**src/rtl/lnvd_pkg.sv**
```systemverilog
// Shared types and helpers for the LNVD sample delay line.
package lnvd_pkg;

    localparam int LNVD_DATA_W = 12;
    localparam int LNVD_NUM_CH = 4;

    typedef enum logic {
        ST_FILL = 1'b0,
        ST_RUN  = 1'b1
    } lnvd_state_t;

    // Source of data_out for the most recent accepted sample set.
    typedef enum logic [1:0] {
        SEL_ZERO = 2'd0,
        SEL_BYP  = 2'd1,
        SEL_RAM  = 2'd2
    } lnvd_sel_t;

    function automatic int unsigned lnvd_clamp(input int unsigned cfg, input int unsigned max_depth);
        return (cfg > max_depth) ? max_depth : cfg;
    endfunction

endpackage

```
**src/rtl/lnvd_sdp_ram.sv**
```systemverilog
// Simple dual-port RAM: one write port, one registered read port, read-before-write on collision.
module lnvd_sdp_ram #(
    parameter int  WIDTH = 48,
    parameter int  DEPTH = 64,
    localparam int AW    = $clog2(DEPTH)
) (
    input  logic             clk,
    input  logic             i_wr_en,
    input  logic [AW-1:0]    i_wr_addr,
    input  logic [WIDTH-1:0] i_wr_data,
    input  logic             i_rd_en,
    input  logic [AW-1:0]    i_rd_addr,
    output logic [WIDTH-1:0] o_rd_data
);

    logic [WIDTH-1:0] r_mem [DEPTH];

    always_ff @(posedge clk) begin
        if (i_wr_en) begin
            r_mem[i_wr_addr] <= i_wr_data;
        end
        if (i_rd_en) begin
            o_rd_data <= r_mem[i_rd_addr];
        end
    end

endmodule

```
**src/rtl/lnvd_sample_delay_line.sv**
```systemverilog
// Multi-channel delay by a programmable number of accepted samples, with fill tracking,
// config-change restart and range flag.
module lnvd_sample_delay_line
    import lnvd_pkg::*;
#(
    parameter int  DATA_W    = LNVD_DATA_W,
    parameter int  NUM_CH    = LNVD_NUM_CH,
    parameter int  MAX_DEPTH = 64,
    localparam int PTR_W     = $clog2(MAX_DEPTH),
    localparam int CFG_W     = $clog2(MAX_DEPTH + 1)
) (
    input  logic                     clk,
    input  logic                     rst,
    input  logic [CFG_W-1:0]         delay_cfg,
    input  logic                     in_valid,
    input  logic [NUM_CH*DATA_W-1:0] data_in,
    output logic                     out_valid,
    output logic [NUM_CH*DATA_W-1:0] data_out,
    output logic                     primed,
    output logic                     cfg_err
);

    localparam int               BUS_W    = NUM_CH * DATA_W;
    localparam int               SUM_W    = CFG_W + 1;
    localparam logic [CFG_W-1:0] MAX_CFG  = CFG_W'(MAX_DEPTH);
    localparam logic [PTR_W-1:0] LAST_PTR = PTR_W'(MAX_DEPTH - 1);

    logic [CFG_W-1:0] w_cfg_clamp;
    logic [CFG_W-1:0] r_d_eff;
    logic [CFG_W-1:0] r_fill_cnt;
    logic [CFG_W-1:0] w_fill_nxt;
    logic             w_cfg_chg;
    logic             w_accept;
    logic             w_fill_zero;
    logic             w_primed_nxt;
    logic             r_primed;
    logic             r_cfg_err;
    logic             r_vld_p1;
    lnvd_state_t      r_state;
    lnvd_state_t      w_state_nxt;
    lnvd_sel_t        w_sel_p0;
    lnvd_sel_t        r_sel_p1;
    logic [PTR_W-1:0] r_wr_ptr;
    logic [PTR_W-1:0] w_rd_addr;
    logic [SUM_W-1:0] w_addr_sum;
    logic [BUS_W-1:0] r_byp_p1;
    logic [BUS_W-1:0] w_ram_q;

    assign w_cfg_clamp = CFG_W'(lnvd_clamp(32'(delay_cfg), 32'(MAX_DEPTH)));
    assign w_cfg_chg   = (w_cfg_clamp != r_d_eff);
    assign w_accept    = in_valid && !rst;
    assign w_fill_zero = (r_state == ST_FILL) && (r_fill_cnt < r_d_eff);

    // wr_ptr - D_eff mod MAX_DEPTH: the biased sum is below 2*MAX_DEPTH, so one fold suffices.
    assign w_addr_sum = SUM_W'(r_wr_ptr) + SUM_W'(MAX_DEPTH) - SUM_W'(r_d_eff);
    assign w_rd_addr  = (w_addr_sum >= SUM_W'(MAX_DEPTH)) ? PTR_W'(w_addr_sum - SUM_W'(MAX_DEPTH))
                                                          : PTR_W'(w_addr_sum);

    always_comb begin
        w_state_nxt  = r_state;
        w_fill_nxt   = r_fill_cnt;
        w_primed_nxt = r_primed;
        if (w_cfg_chg) begin
            w_state_nxt  = ST_FILL;
            w_primed_nxt = 1'b0;
            w_fill_nxt   = w_accept ? CFG_W'(1) : '0;
        end else if (r_state == ST_FILL) begin
            if (r_fill_cnt >= r_d_eff) begin
                w_state_nxt  = ST_RUN;
                w_primed_nxt = 1'b1;
            end else if (w_accept && (r_fill_cnt != MAX_CFG)) begin
                w_fill_nxt = r_fill_cnt + CFG_W'(1);
            end
        end
    end

    always_comb begin
        w_sel_p0 = SEL_RAM;
        if (w_cfg_chg || w_fill_zero) begin
            w_sel_p0 = SEL_ZERO;
        end else if (r_d_eff == '0) begin
            w_sel_p0 = SEL_BYP;
        end
    end

    // p0 -> p1: control state and output select
    always_ff @(posedge clk) begin
        if (rst) begin
            r_state    <= ST_FILL;
            r_fill_cnt <= '0;
            r_wr_ptr   <= '0;
            r_d_eff    <= w_cfg_clamp;
            r_primed   <= 1'b0;
            r_cfg_err  <= 1'b0;
            r_vld_p1   <= 1'b0;
            r_sel_p1   <= SEL_ZERO;
        end else begin
            r_state    <= w_state_nxt;
            r_fill_cnt <= w_fill_nxt;
            r_primed   <= w_primed_nxt;
            r_d_eff    <= w_cfg_clamp;
            r_cfg_err  <= (w_cfg_clamp != delay_cfg);
            r_vld_p1   <= in_valid;
            if (w_accept) begin
                r_wr_ptr <= (r_wr_ptr == LAST_PTR) ? '0 : r_wr_ptr + PTR_W'(1);
                r_sel_p1 <= w_sel_p0;
            end
        end
    end

    always_ff @(posedge clk) begin
        if (w_accept) begin
            r_byp_p1 <= data_in;
        end
    end

    lnvd_sdp_ram #(
        .WIDTH(BUS_W),
        .DEPTH(MAX_DEPTH)
    ) u_ram (
        .clk      (clk),
        .i_wr_en  (w_accept),
        .i_wr_addr(r_wr_ptr),
        .i_wr_data(data_in),
        .i_rd_en  (w_accept),
        .i_rd_addr(w_rd_addr),
        .o_rd_data(w_ram_q)
    );

    always_comb begin
        case (r_sel_p1)
            SEL_BYP: data_out = r_byp_p1;
            SEL_RAM: data_out = w_ram_q;
            default: data_out = '0;
        endcase
    end

    assign out_valid = r_vld_p1;
    assign primed    = r_primed;
    assign cfg_err   = r_cfg_err;

endmodule

```
**config.mk**
```make
export PLATFORM = sky130hd
export DESIGN_NAME = lnvd_sample_delay_line
export DESIGN_NICKNAME = d
export VERILOG_FILES = /design/src/rtl/lnvd_pkg.sv /design/src/rtl/lnvd_sdp_ram.sv /design/src/rtl/lnvd_sample_delay_line.sv
export SDC_FILE = /design/constraint.sdc
export NUM_CORES = 2
export LEC_CHECK = 0
export CORE_ASPECT_RATIO = 0.5
export CORE_MARGIN = 2
export CORE_UTILIZATION = 50
export DETAILED_ROUTE_END_ITERATION = 10
export GPL_TIMING_DRIVEN = 0
export PLACE_DENSITY_LB_ADDON = 0.08
export SYNTH_ARGS = -nofsm -noshare
export SYNTH_HDL_FRONTEND = slang
export SYNTH_HIERARCHICAL = 1
export SYNTH_SLANG_ARGS = --single-unit
```
**constraint.sdc**
```tcl
create_clock -name clk -period 8.3 [get_ports clk]
set_input_delay 0.83 -clock clk [delete_from_list [all_inputs] [get_ports clk]]
set_output_delay 0.83 -clock clk [all_outputs]
set_load 0.01 [all_outputs]
```
### Yosys cells after proc, flatten, opt, wreduce, memory -nomap -nowiden

Memories as Yosys holds them, arrays and structs flattened. A register that Yosys moved wholly into a read port is not among the register bits.
Cells that the tools add are included.

* bitwise gates (word level): 1
* reduce and logical (&&, ||, !) cells: 10
* equality and inequality tests: 8
* $add $sub $neg: 5
* mux-type cells: 15
* shift operators: 0
* div/mod/pow operators: 0
* multipliers: 0
* $lt $le $gt $ge: 4

Operator list (count)
* 48-bit case mux with 2 select lines: 1
* 7-bit 2-to-1 mux: 5
* 7-bit != test: 2
* 6-bit 2-to-1 mux: 2
* 6-bit by 7-bit adder with 8-bit output (second input constant): 1
* 8-bit by 7-bit greater-or-equal comparator with 1-bit output (second input constant): 1
* 8-bit by 7-bit subtractor with 8-bit output: 1
* 7-bit by 1-bit adder with 7-bit output (second input constant): 1
* 7-bit greater-or-equal comparator: 1
* 7-bit > comparator (second input constant): 1
* 7-bit logical NOT: 1
* 7-bit less-than comparator: 1
* 7-bit != test (second input constant): 1
* 6-bit by 1-bit adder with 6-bit output (second input constant): 1
* 6-bit equality test (second input constant): 1
* 6-bit by 1-bit subtractor with 6-bit output (second input constant): 1
* 1-bit 2-to-1 mux: 5
* 2-bit 2-to-1 mux: 2
* 2-bit != test (second input constant): 2
* 1-bit logical AND: 3
* 3-bit AND reduction: 1
* 2-bit by 1-bit equality test with 1-bit output (second input constant): 1
* 2-bit equality test (second input constant): 1
* 2-bit AND reduction: 1
* 5 further kinds: 5

* input port bits: 58
* memory bits (read-only): 0
* register bits after elaboration: 74
* RAM bits: 3072
* memories kept: 1
* logic and storage cells: 53
* output and inout port bits: 51
* latch bits: 0

Memories
* u_ram.r_mem: depth 64, bits a word 48, read ports 1, clocked after memory_dff 1, write ports 1, RTL line lnvd_sdp_ram.sv:16 `logic [WIDTH-1:0] r_mem [DEPTH];`

### Logic depth before layout (Yosys ltp)

* depth after elaboration: 7
* depth in mapped cells: 16
* depth with buffers taken out: 13

### Hierarchy

Netlist, hierarchy kept.

By module, submodules not included
* lnvd_sdp_ram: sequential area each 93689.9 um^2, cells an instance 4970, area each 117597.8 um^2, times used 1
* lnvd_sample_delay_line: sequential area each 1961.9 um^2, cells an instance 341, area each 3632.2 um^2, times used 1

### Least setup slack after synthesis

No wires, ideal clock.

* path type: input-to-reg
* start point: in in_valid
* end point: mem u_ram.r_mem[48][0] (enable)
* path buffers: 1
* arrival: 5.986 ns
* data required time: 7.787 ns
* library setup time: 0.513 ns
* stages on the path: 5
* setup slack: 1.801 ns
* path through: nor2b_1 > buf_2 > nor2b_1 > nand4b_1 > nor3_1

* cells in the longest elaborated chain, start to end: 3

RTL lines
* from (decl): RTL line lnvd_sample_delay_line.sv:15 `input logic in_valid,`
* 1-bit logical AND: RTL line lnvd_sample_delay_line.sv:51 `assign w_accept = in_valid && !rst;`
* net w_accept: RTL line lnvd_sample_delay_line.sv:33 `logic w_accept;`
* 1-bit 2-to-1 mux: RTL line lnvd_sdp_ram.sv:19 `if (i_wr_en) begin`
* 1-bit 2-to-1 mux (not written as such): RTL line lnvd_sdp_ram.sv:20 `r_mem[i_wr_addr] <= i_wr_data;`
* to (decl): RTL line lnvd_sdp_ram.sv:16

The timed path passes the listed nets, and every way through them passes these cells.

### Worst setup path after layout

* start point: reg r_wr_ptr[0]
* end point: reg u_ram.o_rd_data[15], read port of u_ram.r_mem, data pin

* cells in the longest elaborated chain, start to end: 4
* elaborated cells on any way between the ends: 5
* those cells by class: 3 x add/sub; 1 x order compare; 1 x mux

RTL lines
* from (decl): RTL line lnvd_sample_delay_line.sv:43 `logic [PTR_W-1:0] r_wr_ptr;`
* from (signal assigned): RTL line lnvd_sample_delay_line.sv:105 `r_wr_ptr <= (r_wr_ptr == LAST_PTR) ? '0 : r_wr_ptr + PTR_W'(1);`
* 6-bit by 7-bit adder with 8-bit output (*): RTL line lnvd_sample_delay_line.sv:55 `assign w_addr_sum = SUM_W'(r_wr_ptr) + SUM_W'(MAX_DEPTH) - SUM_W'(r_d_eff);`
* 8-bit by 7-bit subtractor with 8-bit output (*): RTL line lnvd_sample_delay_line.sv:55
* net w_addr_sum[3]: RTL line lnvd_sample_delay_line.sv:45 `logic [SUM_W-1:0] w_addr_sum;`
* 8-bit by 7-bit greater-or-equal comparator with 1-bit output or 6-bit by 1-bit subtractor with 6-bit output (tied branches): RTL line lnvd_sample_delay_line.sv:56 `assign w_rd_addr = (w_addr_sum >= SUM_W'(MAX_DEPTH)) ? PTR_W'(w_addr_sum - SUM_W'(MAX_DEPTH))`
* 6-bit 2-to-1 mux (*): RTL line lnvd_sample_delay_line.sv:56
* to (decl): RTL line lnvd_sdp_ram.sv:13 `output logic [WIDTH-1:0] o_rd_data`

Mark *: on every way through the listed nets, which the timed path passes. The rest lies on a longest branch.
A chain may end at the register's enable or synchronous reset.

==> run summary <==
status = complete, but fails checks
failing checks = max-capacitance violations, max-slew violations
global placer's final weighted congestion = 0.842
WP data required = 8.99 ns
worst clock skew = 0.0353 ns
Register Area = 0.0957 sq mm
Switching Share = 25.0%
WS Path Type = reg2reg
starting density of the core = 50.4%
GR Overflow Total = 0
Via density = 6.81
initial antenna violation count = 17
CTS tree = built
hold_buf cts = 0
Yosys top cell by area = edfxtp_1
First-pass DRT Iterations = 6
placed cells = 8846
Port Buffers = 108
cell row count = 127
non-filler cells, final = 9344
Mapped Avg Cell Area = 22.8 sq um
RSZ-0062 raised after global routing = no
Starting DRT DRC Count = 10166
Worst-path clk slew = 0.07 ns
WHS = 0.263 ns
PostCTS Resize Cnt = 0
Worst path slowest cell = clkbuf_1
Max VDD drop = 0.153 mV
P_sw = 8.82 mW
root buf cell = clkbuf_16
Slew headroom = -0.251%
CP bufs+invs = 4
worst min-delay path category = in2reg
FF-to-FF setup slack = 2.00 ns
max-cap viol count = 1
top cells by area in the synthesized netlist = edfxtp_1, mux4_2, a22oi_1, nor2_1, o22ai_1
Final HPWL DP = 249 mm
Slew Limit Fails = 10
ys async rst share = 0%
die width = 700 um
fin crit period = 6.30 ns
Leak Pwr = 42.8 nW
FMAX = 159 MHz
share of layout cells above drive strength 1 = 27.0%
clk sinks = 3194
post-synth top area share = 78.5%
Post-CTS Setup Inserts = 0
die area = 0.247 sq mm
Comb pwr share = 13.0%
I/O Pins = 109
critical path's top delay family = buffers and inverters
Synth Instances = 5311
Setup-failing EPs final = 0
Die Span Y = 352 um
clock buffer count from CTS = 284
top_reg_cell synth = edfxtp_1
core footprint = 0.240 sq mm
crit path DAT = 6.99 ns
vias in the first global route = 60601
Residual DRC = 0
biggest cell delay along the critical path = 0.94 ns
Post-Route WL = 372 mm
largest net degree at the start of global routing = 78
worst path cell trace = inv_1 > ha_1 > nor2b_1 > o21ai_0 > nand2b_1 > xor2_2 > nor2b_1 > buf_2 > buf_2 > clkbuf_1 > a22oi_1 > nand2_1 > o22ai_1 > nor2_1
WL per Instance = 39.8 um
P_int = 26.5 mW
final hold viol count = 0
Total Power = 35.3 mW
CTS H-Tree Depth = 5
EDFF count, synth = 3168
Tot GR Track Use = 29.9%
yosys warns = 6
multi-input logic area = 0.0244 sq mm
post-route ant nets = 0
Fill cells = 17106
Final Cycle Share = 75.9%
Synth Cell Area = 0.121 sq mm
Commonest cells post-synth = edfxtp_1, mux4_2, nor2_1
Max Root-Sink Buffers = 4
synth unique cells = 60
Worst Path Max Fanout = 11
number of nets in the final layout = 5984
Synth Register Bits = 3194
power density cells = 253 mW/mm^2
Worst Tran Pin Value = 1.50 ns
Reg power frac = 50.6%
CP endpoint kind = flop
via count = 63596
synthesis-to-layout area growth = 15.0%
sequential area share after synthesis = 78.9%
most common cell in the netlist = edfxtp_1
Worst-Skew Late Latency = 0.87 ns
global-route wire length before repair = 502 mm
clock power share = 36.4%
Setup crit start kind = flop
Post-Synthesis Net Count = 5387
cells in the final DEF, fill, tap and decap left out, types with 33 or more instances in the layout:
cell type / instances
nor2_4: 62
nor2_1: 143
nand2_1: 63
buf_2: 146
clkbuf_1: 172
clkinv_1: 54
mux2i_1: 65
clkbuf_16: 293
buf_12: 165
clkinv_2: 39
edfxtp_1: 3168
a22oi_1: 120
a221oi_1: 83
clkdlybuf4s50_1: 60
nor2b_1: 33
mux4_2: 754
a22o_1: 58
a21oi_1: 83
o22ai_1: 122
buf_4: 64
state kept, by name, summed over array words and instances, names as in the netlist:
register,count
r_sel_p1,2
r_fill_cnt,7
r_byp_p1,48
r_d_eff,7
r_state,1
primed,1
u_ram/o_rd_data,48
r_wr_ptr,6
cfg_err,1
out_valid,1
u_ram/r_mem,3072
final cells by class:
| class | instances | area share, % |
|---|---|---|
| clock inverter | 126 | 0.793 |
| timing repair buffer | 311 | 3.53 |
| clock buffer | 359 | 5.44 |
| buffer | 300 | 1.13 |
| multi-input combinational | 1800 | 17.5 |
| tap | 3225 | 2.89 |
| sequential | 3194 | 68.6 |
| inverter | 17 | 0.0458 |
| antenna | 12 | 0.0215 |
cells by family (layout without fill, tap and decap cells):
kind of cell               Yosys count  after routing  synth area share (%)
buffers and inverters              317           1113                  1.34
adders and majority gates           18             18                 0.192
muxes                              831            831                  14.7
and+or+nand+nor                    372            372                  1.38
other                                0             12                     0
AOI/OAI and AO/OA                  563            563                  3.41
xor gates and xnor gates            16             16                 0.116
DFF                               3194           3194                  78.9
worst paths after layout:
kind / endpoint / from / cells after the start
setup / recovery: u_ram/o_rd_data[15] / r_wr_ptr[0] / 14
hold / removal: u_ram/r_mem[49][4] / data_in[4] / 1
setup reg to reg: u_ram/o_rd_data[15] / r_wr_ptr[0] / 14
hold reg to reg: primed / primed / 2
power by group through the flow:
| stage | registers, mW | logic, mW | clock network [mW] |
|---|---|---|---|
| detailed placement | 18.2 | 4.49 | 0 |
| global placement | 18.3 | 4.39 | 0 |
| global route | 17.9 | 4.69 | 13.6 |
| CTS | 17.9 | 4.51 | 13.0 |
| floorplan | 18.2 | 2.41 | 0 |
| finish | 17.9 | 4.58 | 12.9 |
metrics by stage:
stage | worst slack (ns) | area (sq um) | setup TNS (ns) | util, %
global placement | -5.52 | 126000 | -6675.84 | 52.6
CTS | 2.31 | 139000 | 0 | 58.0
floorplan | 1.80 | 121000 | 0 | -
finish | 2.00 | 139000 | 0 | 58.0
global route | 1.83 | 139000 | 0 | 58.0
detailed placement | 2.31 | 131000 | 0 | 54.3
metal layers:
layer	part of all wire [%]	global-route usage (%)	wire length (um)
met1	40	45.5	149000
met2	44	43.5	164000
met3	13	7.31	47200
met4	3.1	8.13	11500
met5	0.0070	0	26
(Power assumes the default switching activity.)
